<file path="config.mk">
export PLATFORM = sky130hd
export DESIGN_NAME = mem_arbiter
export DESIGN_NICKNAME = d
export VERILOG_FILES = /design/src/rtl/mem_arbiter.sv
export SDC_FILE = /design/constraint.sdc
export NUM_CORES = 1
export LEC_CHECK = 0
export ABC_AREA = 1
export BUFFER_PORTS_ARGS = -buffer_cell sky130_fd_sc_hd__buf_2
export CAP_MARGIN = 25
export CORE_ASPECT_RATIO = 0.9
export CORE_MARGIN = 5
export CORE_UTILIZATION = 49
export DETAILED_ROUTE_END_ITERATION = 16
export PLACE_DENSITY = 0.8
export SETUP_SLACK_MARGIN = 0.15
export SLEW_MARGIN = 20
export SYNTH_ARGS = -nofsm -noshare
export SYNTH_HDL_FRONTEND = slang
export SYNTH_SLANG_ARGS = --single-unit
</file>
<file path="constraint.sdc">
create_clock -name CLK -period 2.3 [get_ports CLK]
set_clock_uncertainty 0.1 [all_clocks]
set_input_delay 0.345 -clock CLK [delete_from_list [all_inputs] [get_ports CLK]]
set_output_delay 0.345 -clock CLK [all_outputs]
set_load 0.02 [all_outputs]
</file>
<file path="src/rtl/mem_arbiter.sv">
// rtl/mem_arbiter.sv - single-port RAM arbiter, data path has priority over instruction fetch
module mem_arbiter #(
  parameter int ADDR_W  = 32,
  parameter int DATA_W  = 32,
  parameter int TIMEOUT = 255
) (
  input  logic              CLK,
  input  logic              RST,
  input  logic              iREN,
  input  logic [ADDR_W-1:0] iaddr,
  output logic [DATA_W-1:0] iload,
  output logic              iack,
  input  logic              dREN,
  input  logic              dWEN,
  input  logic [ADDR_W-1:0] daddr,
  input  logic [DATA_W-1:0] dstore,
  output logic [DATA_W-1:0] dload,
  output logic              dack,
  input  logic              halt,
  output logic              ramREN,
  output logic              ramWEN,
  output logic [ADDR_W-1:0] ramaddr,
  output logic [DATA_W-1:0] ramstore,
  input  logic [DATA_W-1:0] ramload,
  input  logic              ram_ready,
  output logic              err
);

  typedef enum logic [2:0] {IDLE, IBUSY, DBUSY, RESP, ERR} state_t;

  localparam logic [15:0]       TIMEOUT_C = 16'(TIMEOUT);
  localparam logic [DATA_W-1:0] ERR_WORD  = DATA_W'(32'hBAD1BAD1);

  state_t            state_q, state_d;
  logic              ram_ren_q, ram_ren_d;
  logic              ram_wen_q, ram_wen_d;
  logic [ADDR_W-1:0] ram_addr_q, ram_addr_d;
  logic [DATA_W-1:0] ram_store_q, ram_store_d;
  logic [DATA_W-1:0] iload_q, iload_d;
  logic [DATA_W-1:0] dload_q, dload_d;
  logic              iack_q, iack_d;
  logic              dack_q, dack_d;
  logic              err_q, err_d;
  logic              wr_q, wr_d;
  logic [15:0]       wd_cnt_q, wd_cnt_d;
  logic [15:0]       wd_cnt_inc;

  assign wd_cnt_inc = wd_cnt_q + 16'd1;

  // Grant, RAM handshake, watchdog and ack generation; every output is computed
  // one cycle ahead so it leaves the block straight from a flop.
  always_comb begin
    state_d     = state_q;
    ram_ren_d   = ram_ren_q;
    ram_wen_d   = ram_wen_q;
    ram_addr_d  = ram_addr_q;
    ram_store_d = ram_store_q;
    iload_d     = iload_q;
    dload_d     = dload_q;
    iack_d      = 1'b0;
    dack_d      = 1'b0;
    err_d       = err_q;
    wr_d        = wr_q;
    wd_cnt_d    = wd_cnt_q;

    case (state_q)
      IDLE: begin
        wd_cnt_d = 16'd0;
        if (dREN || dWEN) begin
          // A simultaneous read and write request is treated as a write.
          state_d     = DBUSY;
          ram_addr_d  = daddr;
          ram_store_d = dstore;
          wr_d        = dWEN;
          ram_ren_d   = !dWEN;
          ram_wen_d   = dWEN;
        end else if (iREN && !halt) begin
          state_d    = IBUSY;
          ram_addr_d = iaddr;
          wr_d       = 1'b0;
          ram_ren_d  = 1'b1;
          ram_wen_d  = 1'b0;
        end
      end

      IBUSY, DBUSY: begin
        if (ram_ready) begin
          state_d   = RESP;
          ram_ren_d = 1'b0;
          ram_wen_d = 1'b0;
          wd_cnt_d  = 16'd0;
          if (state_q == IBUSY) begin
            iack_d  = 1'b1;
            iload_d = ramload;
          end else begin
            dack_d = 1'b1;
            if (!wr_q) dload_d = ramload;
          end
        end else if (wd_cnt_inc == TIMEOUT_C) begin
          // RAM never answered: release the bus, flag the error and give the
          // stuck requester a poisoned completion so it does not wait forever.
          state_d   = ERR;
          ram_ren_d = 1'b0;
          ram_wen_d = 1'b0;
          err_d     = 1'b1;
          wd_cnt_d  = 16'd0;
          if (state_q == IBUSY) begin
            iack_d  = 1'b1;
            iload_d = ERR_WORD;
          end else begin
            dack_d  = 1'b1;
            dload_d = ERR_WORD;
          end
        end else begin
          wd_cnt_d = wd_cnt_inc;
        end
      end

      RESP: begin
        state_d  = IDLE;
        wd_cnt_d = 16'd0;
      end

      ERR: begin
        state_d = ERR;
      end

      default: begin
        state_d = IDLE;
      end
    endcase
  end

  // State and output registers with synchronous reset.
  always_ff @(posedge CLK) begin
    if (RST) begin
      state_q     <= IDLE;
      ram_ren_q   <= 1'b0;
      ram_wen_q   <= 1'b0;
      ram_addr_q  <= '0;
      ram_store_q <= '0;
      iload_q     <= '0;
      dload_q     <= '0;
      iack_q      <= 1'b0;
      dack_q      <= 1'b0;
      err_q       <= 1'b0;
      wr_q        <= 1'b0;
      wd_cnt_q    <= 16'd0;
    end else begin
      state_q     <= state_d;
      ram_ren_q   <= ram_ren_d;
      ram_wen_q   <= ram_wen_d;
      ram_addr_q  <= ram_addr_d;
      ram_store_q <= ram_store_d;
      iload_q     <= iload_d;
      dload_q     <= dload_d;
      iack_q      <= iack_d;
      dack_q      <= dack_d;
      err_q       <= err_d;
      wr_q        <= wr_d;
      wd_cnt_q    <= wd_cnt_d;
    end
  end

  assign ramREN   = ram_ren_q;
  assign ramWEN   = ram_wen_q;
  assign ramaddr  = ram_addr_q;
  assign ramstore = ram_store_q;
  assign iload    = iload_q;
  assign dload    = dload_q;
  assign iack     = iack_q;
  assign dack     = dack_q;
  assign err      = err_q;

endmodule

</file>
Word level (Yosys, flattened, before mapping)

Index checks and enable logic that the tools add are counted.

Add/sub/neg operators: 1
Eq/ne operators: 8
Mux-type cells: 33
Bitwise operators: 3
Reductions and logical operators: 19

Operator list:

| operator                                        | number |
|---|---|
| two-way mux 32 bit                              | 11 |
| two-way mux 16 bit                              | 2 |
| one-hot mux 16 bit (2 select lines)             | 1 |
| adder 16 x 1 -> 16 bit (second input constant)  | 1 |
| == test 16 x 8 -> 1 bit (second input constant) | 1 |
| two-way mux 1 bit                               | 12 |
| two-way mux 3 bit                               | 4 |
| one-hot mux 3 bit (3 select lines)              | 1 |
| AND reduction 3 bit                             | 3 |
| nonzero test 2 bit                              | 4 |
| == test 3 x 2 -> 1 bit (second input constant)  | 2 |
| != test 3 bit (second input constant)           | 2 |
| AND reduction 2 bit                             | 3 |
| OR reduction 2 bit                              | 3 |
| one-hot mux 1 bit (2 select lines)              | 2 |
| AND reduction 4 bit                             | 1 |
| == test 3 x 1 -> 1 bit (second input constant)  | 1 |
| == test 3 bit (second input constant)           | 1 |
| zero test 3 bit                                 | 1 |
| inverter 1 bit                                  | 3 |
| zero test 1 bit                                 | 2 |
| != test 2 bit (second input constant)           | 1 |
| logical AND 1 bit                               | 1 |
| logical OR 1 bit                                | 1 |

Register bits: 153
Bits of input ports: 135
Output and inout port bits: 133
Word-level logic and storage cells: 76

Depth between registers and ports, before layout

Gate-level depths: netlist of run 1.

Depth after elaboration: 5
Depth in mapped cells: 15
Depth with buffers taken out: 14

Worst setup path after synthesis of run 1

OpenSTA, ideal clock, no wires.

Kind: flip-flop to flip-flop
From: register wd_cnt_q[1]
To: register iload_q[30] (netlist: iload[30])
Arrival: 1792 ps
Setup slack: 276 ps
Stages on the path, launching flop included: 14
Cells stage by stage: dfxtp_1 > ha_1 > nand2_1 > nor2_1 > nand3_1 > nand2_1 > nand3_2 > nor2_1 > nand3_1 > nand2_2 > nand2_4 > buf_6 > nand2_1 > a21oi_1

Word-level cells in the longest chain between the ends: 4

Ends and longest elaborated chain:

| item                                 | RTL line | RTL |
|---|---|---|
| start: declaration                   | 45       | `logic [15:0] wd_cnt_q, wd_cnt_d;` |
| start signal: assignment             | 161      | `wd_cnt_q <= wd_cnt_d;` |
| adder 16 x 1 -> 16 bit               | 48       | `assign wd_cnt_inc = wd_cnt_q + 16'd1;` |
| == test 16 x 8 -> 1 bit              | 99       | `end else if (wd_cnt_inc == TIMEOUT_C) begin` |
| nonzero test 2 bit (no source line)  | --       |  |
| AND reduction 3 bit (no source line) | --       |  |
| end signal: assignment               | 155      | `iload_q <= iload_d;` |
| end: declaration                     | 39       | `logic [DATA_W-1:0] iload_q, iload_d;` |

No other way between the ends.
A chain may end at the register's enable or synchronous reset.

Worst setup path after layout of run 1

From: register wd_cnt_q[1]
To: register iload_q[17] (netlist: iload[17])

Same word-level chain as after synthesis.

==> metrics, run 1 <==
crit path kind=flip-flop to flip-flop; Worst Tran Pin Value=0.881 ns; Min Hold Slack=0.0892 ns; crit start category=flip-flop; Post-CTS Hold Fix Bufs=0; Placed Cells=1297; GRT Total Usage=0.246; Mapped Cells=899; vias per std cell=5.19; ys flop type=dfxtp_1; Leak=4.13 nW; Clock transition at path regs=0.06 ns; CP required=2.46 ns; top cells by area, synth=dfxtp_1 46%, nand2_1 14%, a21oi_1 6.2%, o21ai_0 5.5%, a21oi_2 4.8%; Final setup viols=0; dpl hpwl=14500 µm; Cell Area, Synth=6630 µm²; Seq cells post-synth=153; library cell with the largest summed area after synthesis=dfxtp_1; drt first-iter violations=445; share of the synthesized area in the top cell type=0.462; sequential cell area=3090 µm²; area grow syn2layout=36.8%; Synth top cells by count=247 x nand2_1, 153 x dfxtp_1, 82 x a21oi_1; RSZ-0062 raised after global routing=yes; GRT overflow=0; Peak Freq=0.468 GHz; min Tclk post-route=2.14 ns; Max clock buf depth=2; element type at the critical path end=flip-flop; Final Max Slew Viols=0; fin nets=1299; post-layout instance area=9070 µm²; WL/cell=15.7 µm; core box area=13300 µm²; GP Congestion=0.900; multi-input gate area in the final layout=3230 µm²; Ports=268; TritonCTS Buffers=17; initial antenna violation count=1; Post-synth EDFFs=0; status=finished, final reports clean; Final ANT Viol Nets=0; CP Max Fanout=8; H-tree depth=4; CTS tree=done; first-pass GRT wire length=32000 µm; Placement Cell Area=8120 µm²; maximum VDD drop=0.000585 V; Clock Latency Late Sink=0.42 ns; Residual DRC=0; syn nets=1036; Die W=133 µm; Rows=40; Starting Density=0.498; PwrDens=928 nW/µm²; synth warn=0; area of the die=16000 µm²; drt pass-1 iters=5; Yosys cell types=32; fraction of registers with async set/reset=0; non-filler cells, final=1344; post-synthesis sequential area ratio=0.462; worst endpoint data arrival time=2.30 ns; Final TNS setup=0 ns; pin count of the biggest net entering global routing=83; Final Cycle Share=0.929; Port Buffers=267; maxcap violations=0; Mean Syn Cell Area=7.38 µm²; hold crit path type=input pin to flip-flop; number of global-route vias before repair=6496; die height=120 µm; clk sinks=153; clk root buf=clkbuf_16; Final Core Density=0.682; Hold Vio Cnt, Final=0; drt total wl=21100 µm; Via Count=6981; fraction of layout cells with a size suffix above 1=0.377; # fillers=1154; relative slew slack=0.413; most frequent cell after synthesis=nand2_1
-- repair_timing --
action                                  in CTS  in global routing
endpoints found under the setup margin      82                 85
gates cloned                                 0                  8
pin swaps                                    3                 25
buffers inserted                             0                  6
gates resized for setup                     11                 52
-- state kept, by name, indices dropped and copies added, names as in the netlist --
signal	cells
ramREN	1
iload	32
dack	1
dload	32
ramstore	32
wr_q	1
wd_cnt_q	16
err	1
ramaddr	32
state_q	3
ramWEN	1
iack	1
-- layer usage --
| layer | global-route usage | up-vias | routed length [µm] |
|---|---|---|---|
| met5 | 0 | - | 0 |
| met3 | 0.0882 | 40 | 1860 |
| li1 | - | 3481 | - |
| met1 | 0.295 | 3173 | 8490 |
| met2 | 0.401 | 287 | 10100 |
| met4 | 0.105 | 0 | 554 |
-- cells by family (layout without fill, tap and decap cells) --
logic type                 count (synthesis)  in the layout  synth area share
adders and majority gates                  2              2           0.00377
other                                      0              2                 0
buffers and inverters                    140            411            0.0864
and+or+nand+nor                          376            380             0.248
AOI/OAI and AO/OA                        228            228             0.200
DFF                                      153            153             0.462
-- cell usage in the layout (no fill, tap or decap), types with 5 or more instances in the layout --
cell	instances
buf_2	267
nand2_1	234
dfxtp_1	141
a21oi_1	82
inv_1	80
o21ai_0	73
nand3_1	49
a21oi_2	35
a31oi_1	33
clkbuf_16	20
buf_4	20
or2_2	18
nor2_1	16
nand2_2	14
nand4_1	14
nor2_2	8
dfxtp_2	8
nor2_4	7
nand2_4	7
buf_12	5
-- final cells by class --
| class | instances | area share |
|---|---|---|
| tap | 168 | 0.0232 |
| clock inverter | 11 | 0.0112 |
| clock buffer | 20 | 0.0481 |
| antenna | 2 | 0.000552 |
| timing repair buffer | 298 | 0.187 |
| multi-input combinational | 610 | 0.356 |
| inverter | 82 | 0.0339 |
| sequential | 153 | 0.340 |
-- where the power goes --
group          switching [mW]  internal, mW  total [mW]
Sequential              0.212          3.06        3.27
Clock                    1.08          1.48        2.56
Combinational            1.70         0.884        2.59
-- worst max-delay path: stages (launching register included) --
cell and delay, ns:
dfxtp_4 0.36, buf_6 0.12, nand2_4 0.05, nor2_4 0.21
nand4_1 0.19, nand2_1 0.10, nand2_1 0.05, nor2_1 0.11
nand3_1 0.13, nand2_4 0.21, buf_12 0.15, nand2_8 0.06
nand2_1 0.08, a21oi_1 0.06
-- metrics by stage --
stage,power [mW],setup WS (ns)
3_5_place_dp,5.78,-0.0104
4_1_cts,8.35,0.149
5_1_grt,8.84,0.0446
6_report,8.42,0.163
2_1_floorplan,4.87,0.276
3_3_place_gp,5.74,0.108
-- worst paths after layout --
check	from	endpoint	slack, ns	cells after the start
worst max-delay path	wd_cnt_q[1]	iload[17]	0.16	13
worst min register to register	dload[31]	dload[31]	0.35	2
worst max register to register	wd_cnt_q[1]	iload[17]	0.16	13
worst min-delay path	daddr[14]	ramaddr[14]	0.09	3
Power figures use the tool's default switching activity.
==> run 2, diff against run 1 <==
BUFFER_PORTS_ARGS = -buffer_cell sky130_fd_sc_hd__clkbuf_2   (was -buffer_cell sky130_fd_sc_hd__buf_2)
RECOVER_POWER = 100   (was default)
==> metrics, run 2 (synthesis gave the netlist of run 1 again) <==
sequential cell area=3080 µm² (-0.12%); die height=120 µm (unchanged); drt total wl=20700 µm (-1.6%); Final Core Density=0.670 (-0.0117); dpl hpwl=14300 µm (-0.97%); Final Cycle Share=0.919 (-0.0103); DP Worst Slack=0.00144 ns (+0.0118 ns); clk sinks=153 (unchanged); clk root buf=clkbuf_16; Die W=133 µm (unchanged); TritonCTS Buffers=17 (unchanged); Clock transition at path regs=0.06 ns (about the same); maxcap violations=0 (unchanged); Final TNS setup=0 ns (unchanged); multi-input gate area in the final layout=3200 µm² (-1.0%); GRT Total Usage=0.242 (-0.00401); Final setup viols=0 (unchanged); final worst-path setup slack=0.187 ns (+0.0237 ns); sequential share of power=0.376 (-0.012); drt pass-1 iters=4 (-1); Ports=268 (unchanged); crit start category=flip-flop; Via Count=6921 (-0.86%); switching share of total power=0.343 (-0.0126); leading cell type in the layout, fill and taps excluded=nand2_1; min Tclk post-route=2.11 ns (-0.0237 ns); Sw Pwr=3.00 mW (about the same); CTS tree=done; H-tree depth=4 (unchanged); area grow syn2layout=34.5%; Starting Density=0.498 (unchanged); Comb pwr share=0.277 (-0.030); Clock Latency Late Sink=0.42 ns (about the same); Leak=3.66 nW (-11%); Rows=40 (unchanged); status=finished, final reports clean; Max clock buf depth=2 (unchanged); CP Max Fanout=7 (-1); fraction of layout cells with a size suffix above 1=0.254 (-0.123); RSZ-0062 raised after global routing=yes; Final Max Slew Viols=0 (unchanged); PwrDens=979 nW/µm² (+5.4%); crit path kind=flip-flop to flip-flop; Critical Path Slowest Stage Cell=dfxtp_2; Placement Cell Area=8120 µm² (about the same); GP Congestion=0.894 (-0.66%); relative slew slack=0.428 (+0.0158); Final ANT Viol Nets=0 (unchanged); power share of the clock group=0.346 (+0.042); Hold Vio Cnt, Final=0 (unchanged); Residual DRC=0 (unchanged); worst endpoint data arrival time=2.36 ns (+0.06 ns); pin count of the biggest net entering global routing=83 (unchanged); crit-path cells=buf_6, nand2_4, nor2_4, nand3b_1, nand2_2, nand2_2, nor3_4, nand3_2, nand2_8, nand2_8, clkbuf_16, a21oi_2; Pint=5.73 mW (+5.6%); number of global-route vias before repair=6439 (-0.88%); WL/cell=15.5 µm (-1.2%); post-layout instance area=8920 µm² (-1.7%); first-pass GRT wire length=31600 µm (-1.3%); # fillers=1192 (+3.3%); CP required=2.55 ns (+0.09 ns); drt first-iter violations=450 (+1.1%); Port Buffers=267 (unchanged); initial antenna violation count=0 (-1); Peak Freq=0.473 GHz (+1.1%); area of the die=16000 µm² (unchanged); Min Hold Slack=0.0710 ns (-0.0182 ns); slowest stage delay, CP=0.35 ns (about the same); maximum VDD drop=0.000612 V (+4.7%); GRT overflow=0 (unchanged); most frequent cells in the layout=240 x nand2_1, 142 x dfxtp_1, 137 x clkbuf_1; fin nets=1295 (-0.31%); hold crit path type=input pin to flip-flop; element type at the critical path end=flip-flop; Worst Tran Pin Value=0.857 ns (-0.0236 ns); Antenna Cells=0 (-2); vias per std cell=5.17 (-0.49%); core box area=13300 µm² (unchanged)
-- run 2: changes by cell type in the layout (fill, tap and decap cells not counted), moves of 3 or more --
cell	delta
bufinv_16	+4
buf_2	-267
clkbuf_1	+134
nand2_1	+6
clkbuf_2	+136
nand2_2	-4
clkinv_4	-3
buf_4	-5
-- run 2: power groups by stage --
| stage | clock [mW] | combinational [mW] | sequential [mW] |
|---|---|---|---|
| after detailed placement | 0 | 2.40 | 3.33 |
| after global routing | 3.15 | 2.64 | 3.34 |
| after floorplan | 0 | 1.09 | 3.78 |
| final | 3.02 | 2.42 | 3.29 |
| after global placement | 0 | 2.37 | 3.33 |
| after CTS | 3.04 | 2.43 | 3.29 |
-- run 2: path summary, 6_finish.rpt --
check	from	depth (start not counted)	to	slack (ns)
worst min-delay path	daddr[19]	3	ramaddr[19]	0.07
worst max register to register	wd_cnt_q[1]	12	dload[6]	0.19
worst max-delay path	wd_cnt_q[1]	12	dload[6]	0.19
worst min register to register	iload[31]	2	iload[31]	0.36
-- run 2: area by class of cell --
class                           count  area share
Multi-Input combinational cell    610       0.358
Clock buffer                       21      0.0494
Sequential cell                   153       0.346
Clock inverter                     11      0.0217
Timing Repair Buffer              294       0.167
Inverter                           82      0.0345
Tap cell                          168      0.0236
-- run 2: stage by stage --
| stage | power, mW | instances |
|---|---|---|
| floorplan | 4.87 | 899 |
| global placement | 5.70 | 1296 |
| detailed placement | 5.73 | 1296 |
| CTS | 8.75 | 1328 |
| global route | 9.13 | 1339 |
| finish | 8.73 | 1339 |
-- run 2: layer usage --
layer	part of all wire	global-route usage	up-vias
li1	-	-	3474
met1	0.41	0.292	3126
met5	0	0	-
met3	0.086	0.0786	30
met2	0.48	0.401	291
met4	0.025	0.0981	0
-- run 2: repair_timing --
| action | in CTS | in global routing |
|---|---|---|
| gates cloned | 0 | 8 |
| hold buffers | 0 | 0 |
| pin swaps | 4 | 13 |
| buffers inserted | 0 | 3 |
| setup endpoints to repair | 81 | 82 |
| resized for setup | 14 | 39 |
-- run 2: critical path: cells and delay by family (launching register included) --
| family | cells | cell delay, ns |
|---|---|---|
| AO/OA/AOI/OAI | 1 | 0.10 |
| buffers and inverters | 2 | 0.32 |
| flip-flops | 1 | 0.35 |
| AND/OR/NAND/NOR | 9 | 1.17 |
